File: config.mk
export PLATFORM = sky130hd
export DESIGN_NAME = pio_apb_arb
export DESIGN_NICKNAME = d
export VERILOG_FILES = /design/src/rtl/pio_arb_pkg.sv /design/src/rtl/pio_rr_pick.sv /design/src/rtl/pio_apb_arb.sv
export SDC_FILE = /design/constraint.sdc
export NUM_CORES = 1
export LEC_CHECK = 0
export ABC_AREA = 1
export CAP_MARGIN = 20
export CORE_AREA = 4 4 102 104
export CTS_BUF_LIST = sky130_fd_sc_hd__clkbuf_8
export CTS_CLUSTER_DIAMETER = 40
export DETAILED_ROUTE_END_ITERATION = 6
export DIE_AREA = 0 0 106 108
export GPL_TIMING_DRIVEN = 0
export HOLD_SLACK_MARGIN = 0.02
export PLACE_DENSITY = 0.68
export SYNTH_ARGS = -nofsm -noshare
export SYNTH_HDL_FRONTEND = slang
export SYNTH_SLANG_ARGS = --single-unit
File: constraint.sdc
create_clock -name pclk -period 1 [get_ports pclk]
set_input_delay 0.1 -clock pclk [delete_from_list [all_inputs] [get_ports pclk]]
set_output_delay 0.1 -clock pclk [all_outputs]
set_load 0.05 [all_outputs]
File: src/rtl/pio_arb_pkg.sv
// Shared types and constants for the PIO APB arbiter and its round-robin picker.
//   arb_state_e : arbiter FSM state (IDLE, SETUP, ACCESS)
//   MAX_NM      : largest supported number of upstream requesters
//   APB_DW/SW/PW: APB data, strobe and prot widths
package pio_arb_pkg;

  localparam int unsigned MAX_NM = 8;

  localparam int unsigned APB_DW = 32;
  localparam int unsigned APB_SW = 4;
  localparam int unsigned APB_PW = 3;

  typedef enum logic [1:0] {
    IDLE   = 2'd0,
    SETUP  = 2'd1,
    ACCESS = 2'd2
  } arb_state_e;

endpackage

File: src/rtl/pio_rr_pick.sv
// Combinational round-robin picker.
// Returns the first candidate (req & ~excl) found at or after ptr, wrapping modulo NM.
//   req   in  NM  request vector
//   ptr   in  IW  starting index for the search
//   excl  in  NM  requesters to ignore this time
//   valid out 1   some candidate exists
//   idx   out IW  index of the chosen candidate (0 when none)
module pio_rr_pick #(
  parameter int unsigned NM = 2,
  localparam int unsigned IW = (NM > 1) ? $clog2(NM) : 1
) (
  input  logic [NM-1:0] req,
  input  logic [IW-1:0] ptr,
  input  logic [NM-1:0] excl,
  output logic          valid,
  output logic [IW-1:0] idx
);

  logic [NM-1:0] cand;
  assign cand = req & ~excl;

  always_comb begin
    valid = 1'b0;
    idx   = '0;
    // Scan from the farthest position back to ptr so the nearest candidate is written last.
    for (int k = int'(NM) - 1; k >= 0; k--) begin
      if (cand[(int'(ptr) + k) % int'(NM)]) begin
        valid = 1'b1;
        idx   = IW'((int'(ptr) + k) % int'(NM));
      end
    end
  end

endmodule

File: src/rtl/pio_apb_arb.sv
// Round-robin arbiter sharing the PIO APB slave port between NM APB requesters.
// The grant is held for a whole transfer; losing requesters see extended wait states.
// Optional feature macro: PIO_APB_ARB_TIMEOUT_EN (access-phase timeout, adds tmo_flag).
// Ports:
//   pclk, reset                  clock, asynchronous active-high reset
//   m_psel/penable/pwrite        per-requester APB controls (NM bits each)
//   m_paddr/pwdata/pstrb/pprot   packed per-requester address/data/strobe/prot
//   m_prdata/pready/pslverr      per-requester responses
//   psel/penable/pwrite/paddr/pwdata/pstrb/pprot  downstream APB master request
//   prdata/pready/pslverr        downstream APB response
//   apbactive                    clock-gate hint (any request or transfer in flight)
//   grant                        current owner index
//   tmo_flag                     sticky timeout indicator (timeout build only)
module pio_apb_arb
  import pio_arb_pkg::*;
#(
  parameter int unsigned NM         = 2,
  parameter int unsigned AW         = 12,
  parameter int unsigned TMO_CYCLES = 255,
  localparam int unsigned GW        = $clog2(NM)
) (
  input  logic                 pclk,
  input  logic                 reset,
  input  logic [NM-1:0]        m_psel,
  input  logic [NM-1:0]        m_penable,
  input  logic [NM-1:0]        m_pwrite,
  input  logic [NM*AW-1:0]     m_paddr,
  input  logic [NM*APB_DW-1:0] m_pwdata,
  input  logic [NM*APB_SW-1:0] m_pstrb,
  input  logic [NM*APB_PW-1:0] m_pprot,
  output logic [NM*APB_DW-1:0] m_prdata,
  output logic [NM-1:0]        m_pready,
  output logic [NM-1:0]        m_pslverr,
  output logic                 psel,
  output logic                 penable,
  output logic                 pwrite,
  output logic [AW-1:0]        paddr,
  output logic [APB_DW-1:0]    pwdata,
  output logic [APB_SW-1:0]    pstrb,
  output logic [APB_PW-1:0]    pprot,
  input  logic [APB_DW-1:0]    prdata,
  input  logic                 pready,
  input  logic                 pslverr,
  output logic                 apbactive,
  output logic [GW-1:0]        grant
`ifdef PIO_APB_ARB_TIMEOUT_EN
  ,
  output logic                 tmo_flag
`endif
);

  arb_state_e    state_q;
  logic [GW-1:0] grant_q, ptr_q, next_ptr;
  logic [NM-1:0] grant_oh, pick_excl;
  logic [GW-1:0] pick_ptr, pick_idx;
  logic          pick_valid;
  logic          active, done, tmo_hit;
  logic [31:0]   gsel;

  // Requester enable phase is implied by our own SETUP/ACCESS sequencing.
  logic unused_penable;
  assign unused_penable = ^m_penable;
  logic unused_cfg;
  assign unused_cfg = ^{32'(TMO_CYCLES), 32'(MAX_NM)};

  assign active   = (state_q != IDLE);
  assign gsel     = 32'(grant_q);
  assign next_ptr = (grant_q == GW'(NM - 1)) ? '0 : grant_q + GW'(1);

  always_comb begin
    grant_oh          = '0;
    grant_oh[grant_q] = 1'b1;
  end

  // In IDLE search from the stored pointer; on completion search past the finished owner
  // and never hand the bus straight back to it.
  assign pick_ptr  = active ? next_ptr : ptr_q;
  assign pick_excl = active ? grant_oh : '0;

  pio_rr_pick #(
    .NM(NM)
  ) u_pick (
    .req  (m_psel),
    .ptr  (pick_ptr),
    .excl (pick_excl),
    .valid(pick_valid),
    .idx  (pick_idx)
  );

`ifdef PIO_APB_ARB_TIMEOUT_EN
  logic [15:0] tmo_cnt_q;
  logic        tmo_flag_q;

  assign tmo_hit  = (state_q == ACCESS) && !pready && (tmo_cnt_q >= 16'(TMO_CYCLES));
  assign tmo_flag = tmo_flag_q;

  always_ff @(posedge pclk or posedge reset) begin
    if (reset) begin
      tmo_cnt_q  <= '0;
      tmo_flag_q <= 1'b0;
    end else begin
      if (state_q == SETUP) begin
        tmo_cnt_q <= '0;
      end else if ((state_q == ACCESS) && !pready && !tmo_hit) begin
        tmo_cnt_q <= tmo_cnt_q + 16'd1;
      end
      if (tmo_hit) begin
        tmo_flag_q <= 1'b1;
      end
    end
  end
`else
  assign tmo_hit = 1'b0;
`endif

  assign done = (state_q == ACCESS) && (pready || tmo_hit);

  always_ff @(posedge pclk or posedge reset) begin
    if (reset) begin
      state_q <= IDLE;
      grant_q <= '0;
      ptr_q   <= '0;
    end else begin
      case (state_q)
        IDLE: begin
          if (pick_valid) begin
            grant_q <= pick_idx;
            state_q <= SETUP;
          end
        end
        SETUP: state_q <= ACCESS;
        ACCESS: begin
          if (done) begin
            ptr_q <= next_ptr;
            if (pick_valid) begin
              grant_q <= pick_idx;
              state_q <= SETUP;
            end else begin
              state_q <= IDLE;
            end
          end
        end
        default: state_q <= IDLE;
      endcase
    end
  end

  assign psel      = active;
  assign penable   = (state_q == ACCESS);
  assign grant     = grant_q;
  assign apbactive = (|m_psel) || active;
  assign m_prdata  = {NM{prdata}};

  // Downstream request is forced to zero while idle so nothing leaks from requester 0.
  always_comb begin
    pwrite = 1'b0;
    paddr  = '0;
    pwdata = '0;
    pstrb  = '0;
    pprot  = '0;
    if (active) begin
      pwrite = m_pwrite[grant_q];
      paddr  = m_paddr[gsel*AW +: AW];
      pwdata = m_pwdata[gsel*APB_DW +: APB_DW];
      pstrb  = m_pstrb[gsel*APB_SW +: APB_SW];
      pprot  = m_pprot[gsel*APB_PW +: APB_PW];
    end
  end

  always_comb begin
    m_pready  = '0;
    m_pslverr = '0;
    if (done) begin
      m_pready[grant_q]  = 1'b1;
      m_pslverr[grant_q] = pslverr | tmo_hit;
    end
  end

endmodule

==> reports/metrics.csv, run 1 <==
stage,metric,value,unit
worst_setup_path,cp-end-kind,output pin,
synthesis,synth_most_common_cell,nand3_1,
pwr,vdd_drop_max,1.89,mV
worst_setup_path,path_class,register to output pin,
synthesis,ys_ff_latch,4,
clocking,postCtsHoldBufs,0,
outcome,outcome,"finished, violations left",
floorplanning,io_pins,268,
worst_setup_path,critPathArrivalTime,1440,ps
final_layout,final_area,0.00615,mm2
synthesis,syn_avg_cell_area,5.62,um2
grt,grt_pass1_vias,2972,
synthesis,synth.distinct_cells,14,
timing,finalMaxSlewViolations,0,
hold_path,hp-class,primary input to asynchronous set/reset pin,
clocking,clkSinkCount,4,
flow_run,max_cap_viol_count,0,
final_layout,post_layout_nonfiller_instances,673,
clocking,clock-root-buffer,clkbuf_8,
synthesis,synthSimpleGateAreaFrac,50.9,%
timing,finClkSkew,10.0,ps
timing,setup_viol,64,
routing,firstDrtPassIters,4,
outcome,violations,setup timing,
routing,routed_via_density,4.27,
synthesis,syn-num-nets,423,
final_layout,finalNetCount,685,
grt,track_usage,17.5,%
timing,hold_viol_final,0,
pwr,power,19.9,mW
synthesis,synth_commonest_cells,"nand3_1 (106), buf_4 (64), nand2_1 (62)",
routing,wl,11500,um
timing,tightest_slew,509,ps
synthesis,synth_compound_area_share,1.28,%
grt,grt_start_max_net_pins,11,
place,io_buffer_count,233,
timing,finalCritPeriodShare,154,%
timing,max_slew_margin,66.2,%
final_layout,n_antenna_cell,0,
timing,period_minus_slack,1540,ps
grt,overflow,0,
clocking,cts_tree,done,
routing,drc,0,
place,post-place-cells,645,
synthesis,synthArstFlopShare,100,%
synthesis,synth_mux_area_share,0,%
grt,grt_pass1_wl,16200,um
floorplanning,die_w,106,um
timing,rsz0062_at_grt,yes,
floorplanning,core_area,0.00955,mm2
synthesis,syn_inst,279,
synthesis,synth_top_area_share,33.8,%
floorplanning,fp-row-count,36,
final_layout,final_core_util,64.4,%
final_layout,fillers,808,
routing,routedWlPerCell,17.0,um
clocking,clock_path_buffers,2,
clocking,numCtsBuffers,3,
routing,dr_total_vias,2873,
synthesis,yosysSeqAreaShare,6.38,%
synthesis,synthTopCellsByArea,"nand3_1 (34%), buf_4 (31%), nand2_1 (15%)",
worst_setup_path,startpoint_type,register,
place,gp_congestion,0.725,
synthesis,yosys.area_share.xor_xnor,0,%
synthesis,synth_top_area_cell,nand3_1,
synthesis,synth_edf_count,0,
place,dpl_cell_area,0.00485,mm2
worst_setup_path,crit_fanout,6,
worst_setup_path,crit_required,900,ps
floorplanning,start_util,16.4,%
synthesis,synth_top_family_by_area,simple AND/OR/NAND/NOR gates,
place,dp_slack,-1350,ps
clocking,cts_htree_levels,1,
final_layout,layout-drive-gt1-share,58.1,%
final_layout,synthToLayoutAreaGrowth,292,%
synthesis,synth.cell_area,0.00157,mm2
floorplanning,die-area,0.0114,mm2
clocking,clock_latency,230,ps
synthesis,synth_ff_type,dfrtp_1,
timing,setup_ws,-535,ps
timing,max_clock_freq,651,MHz
clocking,clkTransAtPathRegs,40,ps
pwr,power.leakage,2.66,nW
routing,detailedRoute.firstIterationViolations,74,
synthesis,synth-warning-count,0,
routing,ant_nets,0,
floorplanning,die_y,108,um
grt,antenna_found_initial,0,
place,hpwlAfterDp,8410,um
synthesis,synthAdderAreaFrac,0,%
pwr,power.density,3240,mW/mm2
## flip-flops by register name (all words and copies together), names as in the netlist
| register | count |
|---|---|
| ptr_q | 1 |
| state_q | 2 |
| grant | 1 |
## layer usage
layer	up-vias	share of wire [%]	track usage, %	wire (um)
li1	1388	-	-	-
met1	1338	31	18.0	3590
met2	139	58	35.4	6680
met3	8	9.2	5.31	1050
met4	0	1.1	2.50	125
met5	-	0	0	0
## area by class of cell
type | instances | area [um2] | area share, %
Timing Repair Buffer | 257 | 2870 | 46.6
Buffer | 85 | 832 | 13.5
Tap cell | 133 | 166 | 2.71
Clock inverter | 1 | 3.75 | 0.0610
Sequential cell | 4 | 101 | 1.65
Multi-Input combinational cell | 181 | 2090 | 34.0
Inverter | 9 | 46.3 | 0.753
Clock buffer | 3 | 41.3 | 0.671
## kinds of logic (layout without fill, tap and decap cells)
logic type / after synthesis / count (layout)
simple gates: 176 / 177
buf+inv: 95 / 355
compound gates: 4 / 4
flops: 4 / 4
## critical path, cell delays in order, from the launching register on
cell	delay, ps
dfrtp_1	400
inv_4	120
nand2_8	80
buf_12	160
clkbuf_16	170
nand3_4	70
nand2_4	50
buf_8	140
## stage by stage
stage / setup TNS, ps / hold WS [ps]
finish: -30180 / 67.5
global route: -33380 / 75.5
CTS: -29840 / 72.2
detailed placement: -75830 / 314
global placement: -73620 / 298
floorplan: -16700 / -134
## cell usage in the layout (no fill, tap or decap), types with 8 or more instances in the layout
cell / count
buf_12: 17
nand2_8: 8
buf_6: 19
dlygate4sd2_1: 64
nand2_4: 47
buf_8: 46
nand3_4: 48
buf_4: 78
nand3_2: 27
nand3_1: 31
clkdlybuf4s50_1: 109
## where the power goes
part | total, mW | internal (mW) | switching, mW
Clock | 0.363 | 0.263 | 0.0999
Sequential | 0.344 | 0.243 | 0.101
Combinational | 19.2 | 8.25 | 11.0
## path summary, 6_finish.rpt
check / startpoint / end / slack, ps / depth (start not counted)
min in group pclk: ptr_q / ptr_q / 530 / 2
worst max register to register: state_q[1] / grant / -350 / 9
worst min-delay path: reset / state_q[1] / 70 / 2
worst max-delay path: state_q[1] / pwdata[23] / -540 / 7
max in group asynchronous: reset / grant / 770 / 2
worst min register to register: ptr_q / ptr_q / 530 / 2
## what timing repair did
action | in CTS | in global routing
cloned | 3 | 6
pin swaps | 18 | 18
buffers inserted | 14 | 2
resized for setup | 612 | 64
setup endpoints to repair | 127 | 64
Power figures use the tool's default switching activity.
==> run 2: changes to the inputs <==
--- a/config.mk
+++ b/config.mk
@@ -15,6 +15,7 @@
 export GPL_TIMING_DRIVEN = 0
 export HOLD_SLACK_MARGIN = 0.02
 export PLACE_DENSITY = 0.68
+export SETUP_SLACK_MARGIN = 0.4
 export SYNTH_ARGS = -nofsm -noshare
 export SYNTH_HDL_FRONTEND = slang
 export SYNTH_SLANG_ARGS = --single-unit
==> constraint.sdc (replaced) <==
create_clock -name pclk -period 1 [get_ports pclk]
set_input_delay 0.2 -clock pclk [delete_from_list [all_inputs] [get_ports pclk]]
set_output_delay 0.2 -clock pclk [all_outputs]
set_load 0.05 [all_outputs]
==> run 2 against run 1 <==
Critical path type unchanged. Routed wire length rose by 19%. Non-clock buffer count up 4. Final cell count rose by 0.59%. Sequential cell count did not move. Register-to-register slack worse by 70 ps. Sequential power is essentially flat. The flow still finishes with violations (setup timing). Core utilization increased by 8.7 points. Highest routed layer unchanged. Critical path depth unchanged. Clock power grew 1%. Final area increased by 14%. Global-route usage grew 2.7 points. Largest power group unchanged. Critical endpoint is now pwdata[11]. Sequential share of layout area decreased by 0.20 points.
==> reports/metrics.csv, run 2 (synthesis gave the netlist of run 1 again) <==
stage,metric,value,unit
flow_run,max_cap_viol_count,0,
routing,ant_nets,0,
grt,track_usage,20.2,%
worst_setup_path,crit_path_cell_trace,inv_4 > nand2_8 > buf_12 > clkbuf_16 > nand3_4 > nand2_4 > buf_8,
final_layout,synthToLayoutAreaGrowth,345,%
routing,dr_total_vias,2999,
timing,holdWs,165,ps
routing,met2WireLength,8040,um
worst_setup_path,path_class,register to output pin,
timing,finClkSkew,10.1,ps
place,hpwlAfterDp,8410,um
pwr,vdd_drop_max,2.05,mV
worst_setup_path,cp_slowest_stage_delay,410,ps
outcome,outcome,"finished, violations left",
place,io_buffer_count,233,
clocking,postCtsHoldBufs,0,
pwr,power.leakage,2.92,nW
floorplanning,die-area,0.0114,mm2
place,post-place-cells,645,
timing,setup_viol,64,
routing,routed_via_density,4.43,
routing,detailedRoute.firstIterationViolations,93,
clocking,clkSinkCount,4,
final_layout,layout-drive-gt1-share,72.2,%
routing,drc,0,
final_layout,final_cell_mix,"buf_8 (111), clkdlybuf4s50_1 (109), buf_6 (85), nand3_4 (59), nand2_4 (47)",
clocking,clock_latency,230,ps
worst_setup_path,critPathSlowestCell,dfrtp_1,
floorplanning,io_pins,268,
worst_setup_path,critPathArrivalTime,1480,ps
clocking,cts_tree,done,
routing,wl,13700,um
timing,period_minus_slack,1680,ps
worst_setup_path,crit_fanout,5,
grt,overflow,0,
timing,finalCritPeriodShare,168,%
final_layout,top_register,state_q,
clocking,clock_path_buffers,2,
clocking,numCtsBuffers,3,
floorplanning,die_w,106,um
pwr,power.density,3020,mW/mm2
timing,rsz0062_at_grt,yes,
worst_setup_path,crit_required,800,ps
clocking,cts_htree_levels,1,
floorplanning,start_util,16.4,%
routing,dr.max_layer_used,met4,
grt,grt_pass1_wl,18400,um
final_layout,largest_reg_flops,2,
routing,firstDrtPassIters,4,
final_layout,n_antenna_cell,0,
final_layout,fillers,613,
timing,max_slew_margin,84.6,%
outcome,violations,setup timing,
timing,fin_setup_tns,-39370,ps
timing,hold_viol_final,0,
timing,max_clock_freq,594,MHz
final_layout,finalNetCount,689,
grt,antenna_found_initial,0,
routing,routedWlPerCell,20.2,um
grt,grt_start_max_net_pins,11,
floorplanning,die_y,108,um
clocking,clkTransAtPathRegs,40,ps
pwr,power,21.1,mW
floorplanning,core_area,0.00955,mm2
timing,tightest_slew,232,ps
final_layout,final_core_util,73.1,%
routing,dr_wl_met3,913,um
worst_setup_path,startpoint_type,register,
floorplanning,fp-row-count,36,
grt,grt_pass1_vias,3258,
place,gp_congestion,0.727,
hold_path,hp-class,primary input to asynchronous set/reset pin,
final_layout,final_common_cell,buf_8,
timing,finalMaxSlewViolations,0,
routing,wl_met1,4310,um
clocking,clock-root-buffer,clkbuf_8,
worst_setup_path,cp-end-kind,output pin,
timing,setup_ws,-683,ps
final_layout,post_layout_nonfiller_instances,677,
[run 2: changes by cell type in the layout (fill, tap and decap cells not counted), moves of 3 or more]
| cell | previous run | this run |
|---|---|---|
| nand3_2 | 27 | 24 |
| nand3_4 | 48 | 59 |
| buf_4 | 78 | 14 |
| dlygate4sd2_1 | 64 | 0 |
| nand3_1 | 31 | 23 |
| buf_6 | 19 | 85 |
| buf_8 | 46 | 111 |
[run 2: area by class of cell]
| cell class | instances | area [um2] | area share, % |
|---|---|---|---|
| buffer | 86 | 1080 | 15.4 |
| clock buffer | 3 | 41.3 | 0.592 |
| clock inverter | 1 | 3.75 | 0.0538 |
| inverter | 9 | 46.3 | 0.663 |
| multi-input combinational | 181 | 2220 | 31.9 |
| sequential | 4 | 101 | 1.45 |
| tap | 133 | 166 | 2.38 |
| timing repair buffer | 260 | 3320 | 47.6 |
[run 2: what timing repair did]
| action | CTS | global route |
|---|---|---|
| setup buffers | 13 | 6 |
| resized for setup | 1130 | 86 |
| pin swaps | 7 | 43 |
| gates cloned | 2 | 7 |
| setup endpoints to repair | 128 | 128 |
[run 2: path summary, 6_finish.rpt]
check	start	slack, ps	cells after the start	end
worst min-delay path	reset	170	2	state_q[1]
worst min register to register	ptr_q	560	2	ptr_q
max in group asynchronous	reset	670	2	grant
worst max register to register	state_q[1]	-420	9	state_q[1]
worst max-delay path	state_q[0]	-680	7	pwdata[11]
min in group pclk	ptr_q	560	2	ptr_q
[run 2: per-layer routing]
layer | GRT usage (%) | vias up
li1 | - | 1396
met1 | 19.5 | 1411
met2 | 42.0 | 161
met3 | 5.07 | 31
met4 | 5.18 | 0
met5 | 0 | -
[run 2: per-stage QoR]
stage                     cell area [um2]  setup slack [ps]
after floorplan                      2350              -596
after global placement               4850             -1410
after detailed placement             4850             -1460
after CTS                            6310              -654
after global routing                 6980              -722
final                                6980              -683
[run 2: worst max-delay path: cells and delay by family (launching register included)]
| kind | cells | cell delay, ps |
|---|---|---|
| buf+inv | 4 | 620 |
| simple gates | 3 | 230 |
| flops | 1 | 410 |
[run 2: where the power goes]
group	internal, mW	switching, mW
combinational	8.81	11.5
sequential	0.243	0.105
clock	0.263	0.104
total	9.32	11.7
